File: config.mk
export PLATFORM = sky130hd
export DESIGN_NAME = lane_result_serializer_flat
export DESIGN_NICKNAME = d
export VERILOG_FILES = /design/src/rtl/lane_result_serializer_if.sv /design/src/rtl/lane_result_serializer.sv /design/src/flat_wrapper.sv
export SDC_FILE = /design/constraint.sdc
export NUM_CORES = 1
export LEC_CHECK = 0
export CAP_MARGIN = 20
export CORE_UTILIZATION = 45
export DETAILED_ROUTE_END_ITERATION = 12
export PLACE_DENSITY = 0.73
export SLEW_MARGIN = 30
export SYNTH_ARGS = -nofsm -noshare
export SYNTH_HDL_FRONTEND = slang
export SYNTH_SLANG_ARGS = --single-unit
File: constraint.sdc
create_clock -name clk -period 3.9 [get_ports clk]
set_input_delay 0.975 -clock clk [delete_from_list [all_inputs] [get_ports clk]]
set_output_delay 0.975 -clock clk [all_outputs]
set_load 0.01 [all_outputs]
File: src/rtl/lane_result_serializer_if.sv
// Stream bundle for the lane serializer: 36-bit word in, one tagged 12-bit lane out.
// slave = serializer side, master = producer/consumer side.
interface lane_result_serializer_if #(
  parameter int LANE_W    = 12,
  parameter int NUM_LANES = 3,
  parameter int CNT_W     = 16
);
  localparam int LANE_IDX_W = (NUM_LANES > 1) ? $clog2(NUM_LANES) : 1;

  logic                        in_valid;
  logic                        in_ready;
  logic [LANE_W*NUM_LANES-1:0] in_data;
  logic                        out_valid;
  logic                        out_ready;
  logic [LANE_W-1:0]           out_data;
  logic [LANE_IDX_W-1:0]       out_lane;
  logic                        out_last;
  logic                        out_parity;
  logic [CNT_W-1:0]            word_count;

  modport slave (
    input  in_valid, in_data, out_ready,
    output in_ready, out_valid, out_data, out_lane, out_last, out_parity, word_count
  );

  modport master (
    output in_valid, in_data, out_ready,
    input  in_ready, out_valid, out_data, out_lane, out_last, out_parity, word_count
  );
endinterface

File: src/rtl/lane_result_serializer.sv
// Registers a multi-lane result word and emits it lowest lane first, one lane per
// cycle, tagged with lane index, last flag and even parity; counts completed words.
module lane_result_serializer #(
  parameter int LANE_W    = 12,
  parameter int NUM_LANES = 3,
  parameter int CNT_W     = 16
) (
  input  logic                      clk,
  input  logic                      rst_n,
  lane_result_serializer_if.slave   bus
);
  localparam int DATA_W     = LANE_W * NUM_LANES;
  localparam int LANE_IDX_W = (NUM_LANES > 1) ? $clog2(NUM_LANES) : 1;
  localparam int LANE_SLOTS = 1 << LANE_IDX_W;
  localparam logic [LANE_IDX_W-1:0] LAST_LANE = LANE_IDX_W'(NUM_LANES - 1);

  typedef enum logic {IDLE, SEND} state_t;

  state_t                state_reg;
  state_t                state_next;
  logic [DATA_W-1:0]     hold_reg;
  logic [LANE_IDX_W-1:0] lane_reg;
  logic [LANE_W-1:0]     out_data_reg;
  logic [LANE_IDX_W-1:0] out_lane_reg;
  logic                  out_last_reg;
  logic                  out_parity_reg;
  logic [CNT_W-1:0]      word_count_reg;

  logic                  in_ready_c;
  logic                  out_valid_c;
  logic                  in_hs;
  logic                  out_hs;
  logic                  last_lane;
  logic [LANE_IDX_W-1:0] lane_inc;
  logic [LANE_W-1:0]     lane_slot [LANE_SLOTS];

  // Unused slots (index >= NUM_LANES) read as zero; they are never selected.
  for (genvar gi = 0; gi < LANE_SLOTS; gi++) begin : g_lane_slot
    if (gi < NUM_LANES) begin : g_real
      assign lane_slot[gi] = hold_reg[gi*LANE_W +: LANE_W];
    end else begin : g_pad
      assign lane_slot[gi] = '0;
    end
  end

  assign last_lane = (lane_reg == LAST_LANE);
  assign lane_inc  = lane_reg + 1'b1;
  assign in_hs     = bus.in_valid && in_ready_c;
  assign out_hs    = out_valid_c && bus.out_ready;

  always_ff @(posedge clk or negedge rst_n) begin
    if (!rst_n) begin
      state_reg <= IDLE;
    end else begin
      state_reg <= state_next;
    end
  end

  always_comb begin
    state_next = state_reg;
    case (state_reg)
      IDLE: begin
        if (in_hs) state_next = SEND;
      end
      SEND: begin
        // A new word captured on the final lane keeps us in SEND with no bubble.
        if (out_hs && last_lane && !in_hs) state_next = IDLE;
      end
      default: state_next = IDLE;
    endcase
  end

  always_comb begin
    in_ready_c  = 1'b0;
    out_valid_c = 1'b0;
    if (rst_n) begin
      case (state_reg)
        IDLE: in_ready_c = 1'b1;
        SEND: begin
          out_valid_c = 1'b1;
          in_ready_c  = last_lane && bus.out_ready;
        end
        default: begin
          in_ready_c  = 1'b0;
          out_valid_c = 1'b0;
        end
      endcase
    end
  end

  always_ff @(posedge clk or negedge rst_n) begin
    if (!rst_n) begin
      hold_reg       <= '0;
      lane_reg       <= '0;
      out_data_reg   <= '0;
      out_lane_reg   <= '0;
      out_last_reg   <= 1'b0;
      out_parity_reg <= 1'b0;
    end else if (in_hs) begin
      hold_reg       <= bus.in_data;
      lane_reg       <= '0;
      out_data_reg   <= bus.in_data[LANE_W-1:0];
      out_lane_reg   <= '0;
      out_last_reg   <= (LAST_LANE == '0);
      out_parity_reg <= ^bus.in_data[LANE_W-1:0];
    end else if (out_hs && !last_lane) begin
      lane_reg       <= lane_inc;
      out_data_reg   <= lane_slot[lane_inc];
      out_lane_reg   <= lane_inc;
      out_last_reg   <= (lane_inc == LAST_LANE);
      out_parity_reg <= ^lane_slot[lane_inc];
    end
  end

  always_ff @(posedge clk or negedge rst_n) begin
    if (!rst_n) begin
      word_count_reg <= '0;
    end else if (out_hs && last_lane) begin
      word_count_reg <= word_count_reg + 1'b1;
    end
  end

  assign bus.in_ready   = in_ready_c;
  assign bus.out_valid  = out_valid_c;
  assign bus.out_data   = out_data_reg;
  assign bus.out_lane   = out_lane_reg;
  assign bus.out_last   = out_last_reg;
  assign bus.out_parity = out_parity_reg;
  assign bus.word_count = word_count_reg;
endmodule

File: src/flat_wrapper.sv
// flat-port wrapper written by rule: the top's interface ports become plain ports
module lane_result_serializer_flat 
#(
  parameter int LANE_W    = 12,
  parameter int NUM_LANES = 3,
  parameter int CNT_W     = 16
)
  (clk, rst_n, bus_in_valid, bus_in_data, bus_out_ready, bus_in_ready, bus_out_valid, bus_out_data, bus_out_lane, bus_out_last, bus_out_parity, bus_word_count);
  lane_result_serializer_if #(.LANE_W(LANE_W), .NUM_LANES(NUM_LANES), .CNT_W(CNT_W)) bus_i ();
  input  logic clk;
  input  logic rst_n;
  input wire logic [$bits(bus_i.in_valid)-1:0] bus_in_valid;
  input wire logic [$bits(bus_i.in_data)-1:0] bus_in_data;
  input wire logic [$bits(bus_i.out_ready)-1:0] bus_out_ready;
  output wire logic [$bits(bus_i.in_ready)-1:0] bus_in_ready;
  output wire logic [$bits(bus_i.out_valid)-1:0] bus_out_valid;
  output wire logic [$bits(bus_i.out_data)-1:0] bus_out_data;
  output wire logic [$bits(bus_i.out_lane)-1:0] bus_out_lane;
  output wire logic [$bits(bus_i.out_last)-1:0] bus_out_last;
  output wire logic [$bits(bus_i.out_parity)-1:0] bus_out_parity;
  output wire logic [$bits(bus_i.word_count)-1:0] bus_word_count;
  assign bus_i.in_valid = bus_in_valid;
  assign bus_i.in_data = bus_in_data;
  assign bus_i.out_ready = bus_out_ready;
  assign bus_in_ready = bus_i.in_ready;
  assign bus_out_valid = bus_i.out_valid;
  assign bus_out_data = bus_i.out_data;
  assign bus_out_lane = bus_i.out_lane;
  assign bus_out_last = bus_i.out_last;
  assign bus_out_parity = bus_i.out_parity;
  assign bus_word_count = bus_i.word_count;
  lane_result_serializer #(.LANE_W(LANE_W), .NUM_LANES(NUM_LANES), .CNT_W(CNT_W)) u_core (.clk(clk), .rst_n(rst_n), .bus(bus_i));
endmodule
# Word-level counts from Yosys, hierarchy flattened
# Cells that the tools add are included.
# W data, S select, Z words.
# totals
reg_bits	69
latch_bits	0
ram_bits	0
mem_bits_ro	0
in_bits	40
output_inout_bits	34
elab_cells	43
n_memories	0
# classes
add_sub_neg	2
n_mul	0
n_div	0
n_lt_le_gt_ge	1
eq_ne	2
n_shift	0
muxes	18
n_bitwise	2
reduce_logical	11
# ops
cell	n
$mux W12	4
$bmux W12 S2	1
$reduce_xor A12 Y1	2
$add A16 B1 Y16 const B	1
$mux W1	9
$logic_and A1 B1 Y1	6
$eq A2 B2 Y1 const B	2
$mux W2	2
$pmux W1 S2	2
$ge A3 B3 Y1 const B	1
$not A2 Y3	1
$add A2 B1 Y2 const B	1
$logic_not A1 Y1	2
$reduce_bool A2 Y1	1
$not A1 Y1	1

# Longest topological paths before layout
# Gate-level depths: netlist of the first run.
# logic_depth
ltp_word	9
depth_mapped	10
depth_no_buf	8

# Least setup slack after synthesis of the first run
# No wires, ideal clock.
# synth_timing
path_kind	flip-flop to flip-flop
startpoint	register u_core.lane_reg[0]
endpoint	register u_core.out_parity_reg, in the netlist u_core.bus.out_parity
setup_ns	0.094
arrival_time_ns	2.556
required_ns	3.806
path_slack_ns	1.250
path_stages_with_launch	10
n_path_buf	1
period_less_slack_ns	2.650
path_cell_list	dfrtp_1 inv_1 ha_1 buf_6 mux2_2 a22oi_1 xnor2_1 xor2_1 xnor3_1 a221oi_2
# synth_between
elab_chain_cells	8
word_cells_on_any_way	16
cone_classes	1 x add/sub; 1 x eq/ne; 7 x mux; 1 x bitwise; 6 x reduce/logical
# synth_rtl
element	line	text
start, declared	lane_result_serializer.sv:22	logic [LANE_IDX_W-1:0] lane_reg;
start signal, assigned	lane_result_serializer.sv:107	lane_reg <= lane_inc;
$add A2 B1 Y2	lane_result_serializer.sv:47	assign lane_inc = lane_reg + 1'b1;
$not A2 Y3 (implied by the code)	lane_result_serializer.sv:111	out_parity_reg <= ^lane_slot[lane_inc];
$bmux W12 S2	lane_result_serializer.sv:111	
$mux W12 (implied by the code) (2 in a row)	lane_result_serializer.sv:111	
$reduce_xor A12 Y1	lane_result_serializer.sv:111	
$mux W1	lane_result_serializer.sv:106	end else if (out_hs && !last_lane) begin
$mux W1	lane_result_serializer.sv:99	end else if (in_hs) begin
end signal, assigned	lane_result_serializer.sv:105	out_parity_reg <= ^bus.in_data[LANE_W-1:0];
end signal, assigned	lane_result_serializer.sv:111	
end, declared	lane_result_serializer.sv:26	logic out_parity_reg;
# Several ways; a longest one is shown, not always the timed one. The select of a mux whose other input is x is not followed.
# A chain may end at the register's enable or synchronous reset.

# Worst setup path in the final report of the first run
# layout_timing
startpoint	input bus_out_ready
endpoint	output bus_in_ready
# layout_between
elab_chain_cells	3
# layout_rtl
element	line	text
start, declared	flat_wrapper.sv:14	input wire logic [$bits(bus_i.out_ready)-1:0] bus_out_ready;
$logic_and A1 B1 Y1	lane_result_serializer.sv:81	in_ready_c = last_lane && bus.out_ready;
$pmux W1 S2	lane_result_serializer.sv:77	case (state_reg)
$mux W1	lane_result_serializer.sv:76	if (rst_n) begin
end, declared	flat_wrapper.sv:15	output wire logic [$bits(bus_i.in_ready)-1:0] bus_in_ready;
# No other way between the ends.

==> flow_summary.yaml, run 1 <==
synth:
  synth_edf_count: 0
  synth_area_leaders: "dfrtp_1 (52%), nand2_1 (14%), xnor2_1 (7.1%)"
  yosysSeqAreaShare_pct: 52.2
  synth_top_flop_cell: "dfrtp_1"
  ys_warn_count: 0
  synth.distinct_cells: 34
  synthCells: 328
  synth_top_family_by_area: "simple AND/OR/NAND/NOR gates"
  synthAdderAreaFrac_pct: 1.13
  synth_fp_nets: 371
  async_reset_ff_share_pct: 100
  postSynthAreaPerCell_um2: 10.1
  ys_ff_latch: 69
  synthSimpleGateAreaFrac_pct: 19.3
  muxShareOfSynthArea_pct: 5.07
  yosysMostFrequentCell: "nand2_1"
  synth_top_area_cell: "dfrtp_1"
  synth-compound-area-share_pct: 8.54
  synth_top_cell_area_share_pct: 52.2
  synthXorXnorAreaFrac_pct: 10.2
  synth_common_cells: "nand2_1 (121), dfrtp_1 (69), xnor2_1 (27)"
  synthesis.area_um2: 3310
place:
  dp_worst_setup_slack_ps: 441
  dp.cells: 487
  place_congestion: 0.786
  detailed_place.area_um2: 4100
  dp_hpwl_um: 5070
  numPortBuffers: 73
clock_network:
  post_cts_resized: 0
  clkLatencyLatePin_ps: 340
  clkTransAtPathRegs_ps: 70
  clock-sinks: 69
  cts_root_buffer: "clkbuf_8"
  hold_buffers: 0
  post_cts_buffers: 0
  tritoncts: "built"
  cts_max_path_buffers: 2
  cts_max_level: 3
  cts_buffers: 9
setup_path:
  path_cells: "clkdlybuf4s50_1 -> nand2_1 -> a21boi_0 -> clkdlybuf4s50_1"
  arrival_ps: 2500
  start_kind: "input pin"
  cp.required_ps: 2920
  rrSetupSlack_ps: 1060
  timing.rr.end: "u_core.bus.out_parity"
  crit_path_top_delay_cell: "clkdlybuf4s50_1"
  crit_fanout: 3
  worst_setup_path_end_kind: "primary output"
  reg2reg_depth: 7
  critPathKind: "input pin to primary output"
  critPathMaxStageDelay_ps: 620
  rr_startpoint: "u_core.lane_reg[1]"
  path_common_cell: "clkdlybuf4s50_1"
global_route:
  antenna_found_initial: 0
  grt_util_met1_pct: 28.8
  grt_max_degree: 58
  gr-usage-all-layers_pct: 21.0
  grt_overflow: 0
  top_usage_layer: "met2"
  grt_pass1_vias: 2484
  grt_util_met3_pct: 8.11
  grt_pass1_wl_um: 12100
  use_met2_pct: 31.3
outcome:
  status: "completed"
layout:
  syn_to_final_growth_pct: 29.8
  largest_reg_flops: 36
  layout.cells.non_filler: 501
  final.fill_count: 589
  final_area_um2: 4300
  insertedDiodeCount: 0
  finalNetCount: 445
  drive_gt1_share_pct: 9.63
route:
  drc: 0
  num_vias: 2535
  drt-pass1-iter-count: 4
  ant_nets: 0
  via_per_inst: 5.06
  drt_iter0_drc: 194
  wl_per_cell_um: 14.7
  routed_wl_um: 7380
sta:
  drv_slew: 0
  layout_min_cycle_time_ps: 3480
  fin_ws_ps: 421
  timing.final.hold_violations: 0
  skew_ps: 15.6
  grt_setup_unrepaired: "false"
  fin_crit_sh_pct: 89.2
  tns_ps: 0
  finalSetupViolations: 0
  worst_pin_slew_ps: 711
  hold_slack_ps: 466
  slew_headroom_pct: 52.6
  max_clock_freq_mhz: 287
floorplan:
  rows: 30
  dieArea_um2: 7700
  ios: 74
  fp.coreArea_um2: 6940
  die_w_um: 87.8
  die_h_um: 87.8
  start_util_pct: 47.7
power:
  seqPwrFrac_pct: 34.1
  peakVddDrop_mv: 0.360
  p_clk_share_pct: 17.1
  powerDensity_nw_per_um2: 801
  swShare_pct: 34.7
  p_sw_mw: 1.20
  combPwrFrac_pct: 48.8
  p_leak_nw: 2.02
  cellInternalPower_mw: 2.25
hold_path:
  hold_end: "u_core.hold_reg[28]"
  holdCritStartpoint: "u_core.hold_reg[28]"
  holdPathStages: 2
  hold_class: "flop to flop"
flow_run:
  maxCapViolCount: 0
[cell type report]
class,count,area [µm²],share of cell area [%]
Sequential cell,69,1730,40.2
Multi-Input combinational cell,239,1470,34.1
Timing Repair Buffer,79,771,17.9
Clock buffer,13,169,3.93
Tap cell,96,120,2.80
Clock inverter,1,30.0,0.699
Inverter,4,15.0,0.349
[cells by family after synthesis]
logic type                 Yosys count
adders and majority gates            3
and+or+nand+nor                    157
xor gates and xnor gates            36
DFF                                 69
muxes                               14
buffers and inverters               20
AOI/OAI and AO/OA                   29
[critical path, delay by kind of cell]
family                 cells  cell delay [ps]
buffers and inverters      2             1130
AOI/OAI and AO/OA          1              320
and+or+nand+nor            1               80
[per-layer routing]
metal	share of wire (%)	wire, µm
met5	0	0
met4	0.35	26
met2	46	3380
met3	7.5	553
met1	46	3420
[metrics by stage]
stage               total power, mW  utilization [%]
floorplan                      2.47                -
CTS                            3.47             61.8
global route                   3.69             61.9
finish                         3.44             61.9
global placement               2.83             59.0
detailed placement             2.87             59.0
[layout by cell type, fill, tap and decap left out, drive strengths merged, types with 2 or more instances in the layout]
cell           count
ha                 3
buf                7
clkbuf            13
inv                4
and3               2
dfrtp             69
xnor2             28
nand2            121
o21ai              4
clkdlybuf4s50     72
nand4              4
nor2              18
a22oi             11
a221o             12
xor2               7
mux2              13
nand3              6
[power groups by stage]
stage | logic [mW] | registers, mW | clock network, mW
floorplan | 1.30 | 1.18 | 0
global placement | 1.66 | 1.17 | 0
detailed placement | 1.69 | 1.18 | 0
CTS | 1.70 | 1.17 | 0.603
global route | 1.85 | 1.20 | 0.641
finish | 1.68 | 1.17 | 0.590
[how the worst max path moves through the flow]
stage / start / to
2_1_floorplan: u_core.lane_reg[0] / u_core.bus.out_parity
3_3_place_gp: bus_out_ready / bus_in_ready
3_5_place_dp: bus_out_ready / bus_in_ready
4_1_cts: bus_out_ready / bus_in_ready
5_1_grt: bus_out_ready / bus_in_ready
6_report: bus_out_ready / bus_in_ready
No activity file was read; power rests on OpenSTA's default activity.
==> inputs of run 2 (changes only) <==
CORE_UTILIZATION = 54   (was 45)
PLACE_DENSITY = 0.85   (was 0.73)
==> run 2 against run 1 <==
- wire length increased by 1.6%
- fmax rose by 0.89%
- clock power decreased by 3%
==> flow_summary.yaml, run 2 (synthesis gave the netlist of run 1 again) <==
outcome:
  status: "completed"
clock_network:
  tritoncts: "built"
  hold_buffers: 0
  clkTransAtPathRegs_ps: 60
  cts_max_path_buffers: 2
  clkLatencyLatePin_ps: 330
  cts_max_level: 3
  clock-sinks: 69
  cts_root_buffer: "clkbuf_8"
  post_cts_buffers: 0
  post_cts_resized: 0
  cts_buffers: 9
power:
  peakVddDrop_mv: 0.504
  p_leak_nw: 2.02
  powerDensity_nw_per_um2: 806
layout:
  drive_gt1_share_pct: 9.80
  multiInputGateArea_um2: 1470
  final_common_cell: "nand2_1"
  final_area_um2: 4280
  finalNetCount: 447
  seq_area_um2: 1730
  layout.cells.non_filler: 484
  syn_to_final_growth_pct: 29.4
  largest_reg_flops: 36
  layout_common_cells: "nand2_1 (121), clkdlybuf4s50_1 (72), dfrtp_1 (69), xnor2_1 (27), nor2_1 (17)"
  final.fill_count: 436
global_route:
  grt_pass1_vias: 2729
  grt_overflow: 0
  grt_pass1_wl_um: 12600
  antenna_found_initial: 1
  grt_max_degree: 53
  gr-usage-all-layers_pct: 26.2
setup_path:
  critPathMaxStageDelay_ps: 620
  worst_setup_path_end_kind: "primary output"
  critPathKind: "input pin to primary output"
  arrival_ps: 2470
  rr_startpoint: "u_core.lane_reg[1]"
  rrSetupSlack_ps: 1060
  crit_path_top_delay_cell: "clkdlybuf4s50_1"
  reg2reg_depth: 7
  start_kind: "input pin"
  path_cells: "clkdlybuf4s50_1 -> nand2_1 -> a21boi_0 -> clkdlybuf4s50_1"
  cp.required_ps: 2920
  timing.rr.end: "u_core.bus.out_parity"
  crit_fanout: 3
  cp_num_buf_inv: 2
  path_common_cell: "clkdlybuf4s50_1"
  critical-path-top-delay-family: "buffers and inverters"
hold_path:
  holdPathStages: 2
  hold_end: "u_core.hold_reg[22]"
  hold_class: "flop to flop"
  holdCritStartpoint: "u_core.hold_reg[22]"
floorplan:
  ios: 74
  start_util_pct: 55.9
  die_h_um: 80.3
  fp.coreArea_um2: 5920
  rows: 28
  die_w_um: 80.3
  dieArea_um2: 6450
sta:
  skew_ps: 6.82
  timing.final.hold_violations: 0
  worst_pin_slew_ps: 697
  grt_setup_unrepaired: "false"
  max_clock_freq_mhz: 290
  fin_ws_ps: 452
  fin_crit_sh_pct: 88.4
  finalSetupViolations: 0
  slew_headroom_pct: 53.4
  tns_ps: 0
  drv_slew: 0
  layout_min_cycle_time_ps: 3450
place:
  dp_hpwl_um: 5250
  dp_worst_setup_slack_ps: 445
  dp.cells: 468
  numPortBuffers: 73
  detailed_place.area_um2: 4080
  place_congestion: 0.762
route:
  drt-pass1-iter-count: 5
  num_vias: 2587
  drt_iter0_drc: 234
  routed_wl_um: 7500
  drc: 0
  ant_nets: 0
  via_per_inst: 5.35
  wl_per_cell_um: 15.5
flow_run:
  maxCapViolCount: 0
## run 2: how the worst max path moves through the flow
stage / from / endpoint / cells after the start
2_1_floorplan: u_core.lane_reg[0] / u_core.bus.out_parity / 9
3_3_place_gp: bus_out_ready / bus_in_ready / 4
3_5_place_dp: bus_out_ready / bus_in_ready / 4
4_1_cts: bus_out_ready / bus_in_ready / 4
5_1_grt: bus_out_ready / bus_in_ready / 4
6_report: bus_out_ready / bus_in_ready / 4
## run 2: worst min-delay path, stage by stage, from the launching register on
cell and delay, ps:
dfrtp_1 340, nand2_1 50, nand2_1 50
## run 2: final cells by class
cell class	count	share of cell area (%)
Sequential cell	69	40.3
Multi-Input combinational cell	239	34.2
Timing Repair Buffer	81	18.4
Clock buffer	14	3.80
Tap cell	75	2.19
Clock inverter	1	0.701
Inverter	4	0.351
Antenna cell	1	0.0584
## run 2: where the power goes
| group | switching [mW] | leakage (nW) | total, mW | internal [mW] |
|---|---|---|---|---|
| clock | 0.246 | 0.0968 | 0.574 | 0.328 |
| sequential | 0.178 | 0.883 | 1.17 | 0.993 |
| combinational | 0.789 | 1.04 | 1.71 | 0.918 |
## run 2: through the flow
stage,total power [mW],hold slack [ps],utilization (%)
after floorplan,2.47,438,-
after global placement,2.82,452,69.0
after detailed placement,2.89,463,69.0
after CTS,3.47,479,72.2
after global routing,3.67,494,72.3
final,3.45,475,72.3
## run 2: per-layer routing
layer / vias to the layer above / wire length (µm) / track usage, % / part of all wire [%]
met3: 12 / 610 / 7.50 / 8.1
met4: 0 / 135 / 10.5 / 1.8
met1: 1245 / 3130 / 32.1 / 42
met2: 94 / 3630 / 43.4 / 48
li1: 1236 / - / - / -
met5: - / 0 / 0 / 0
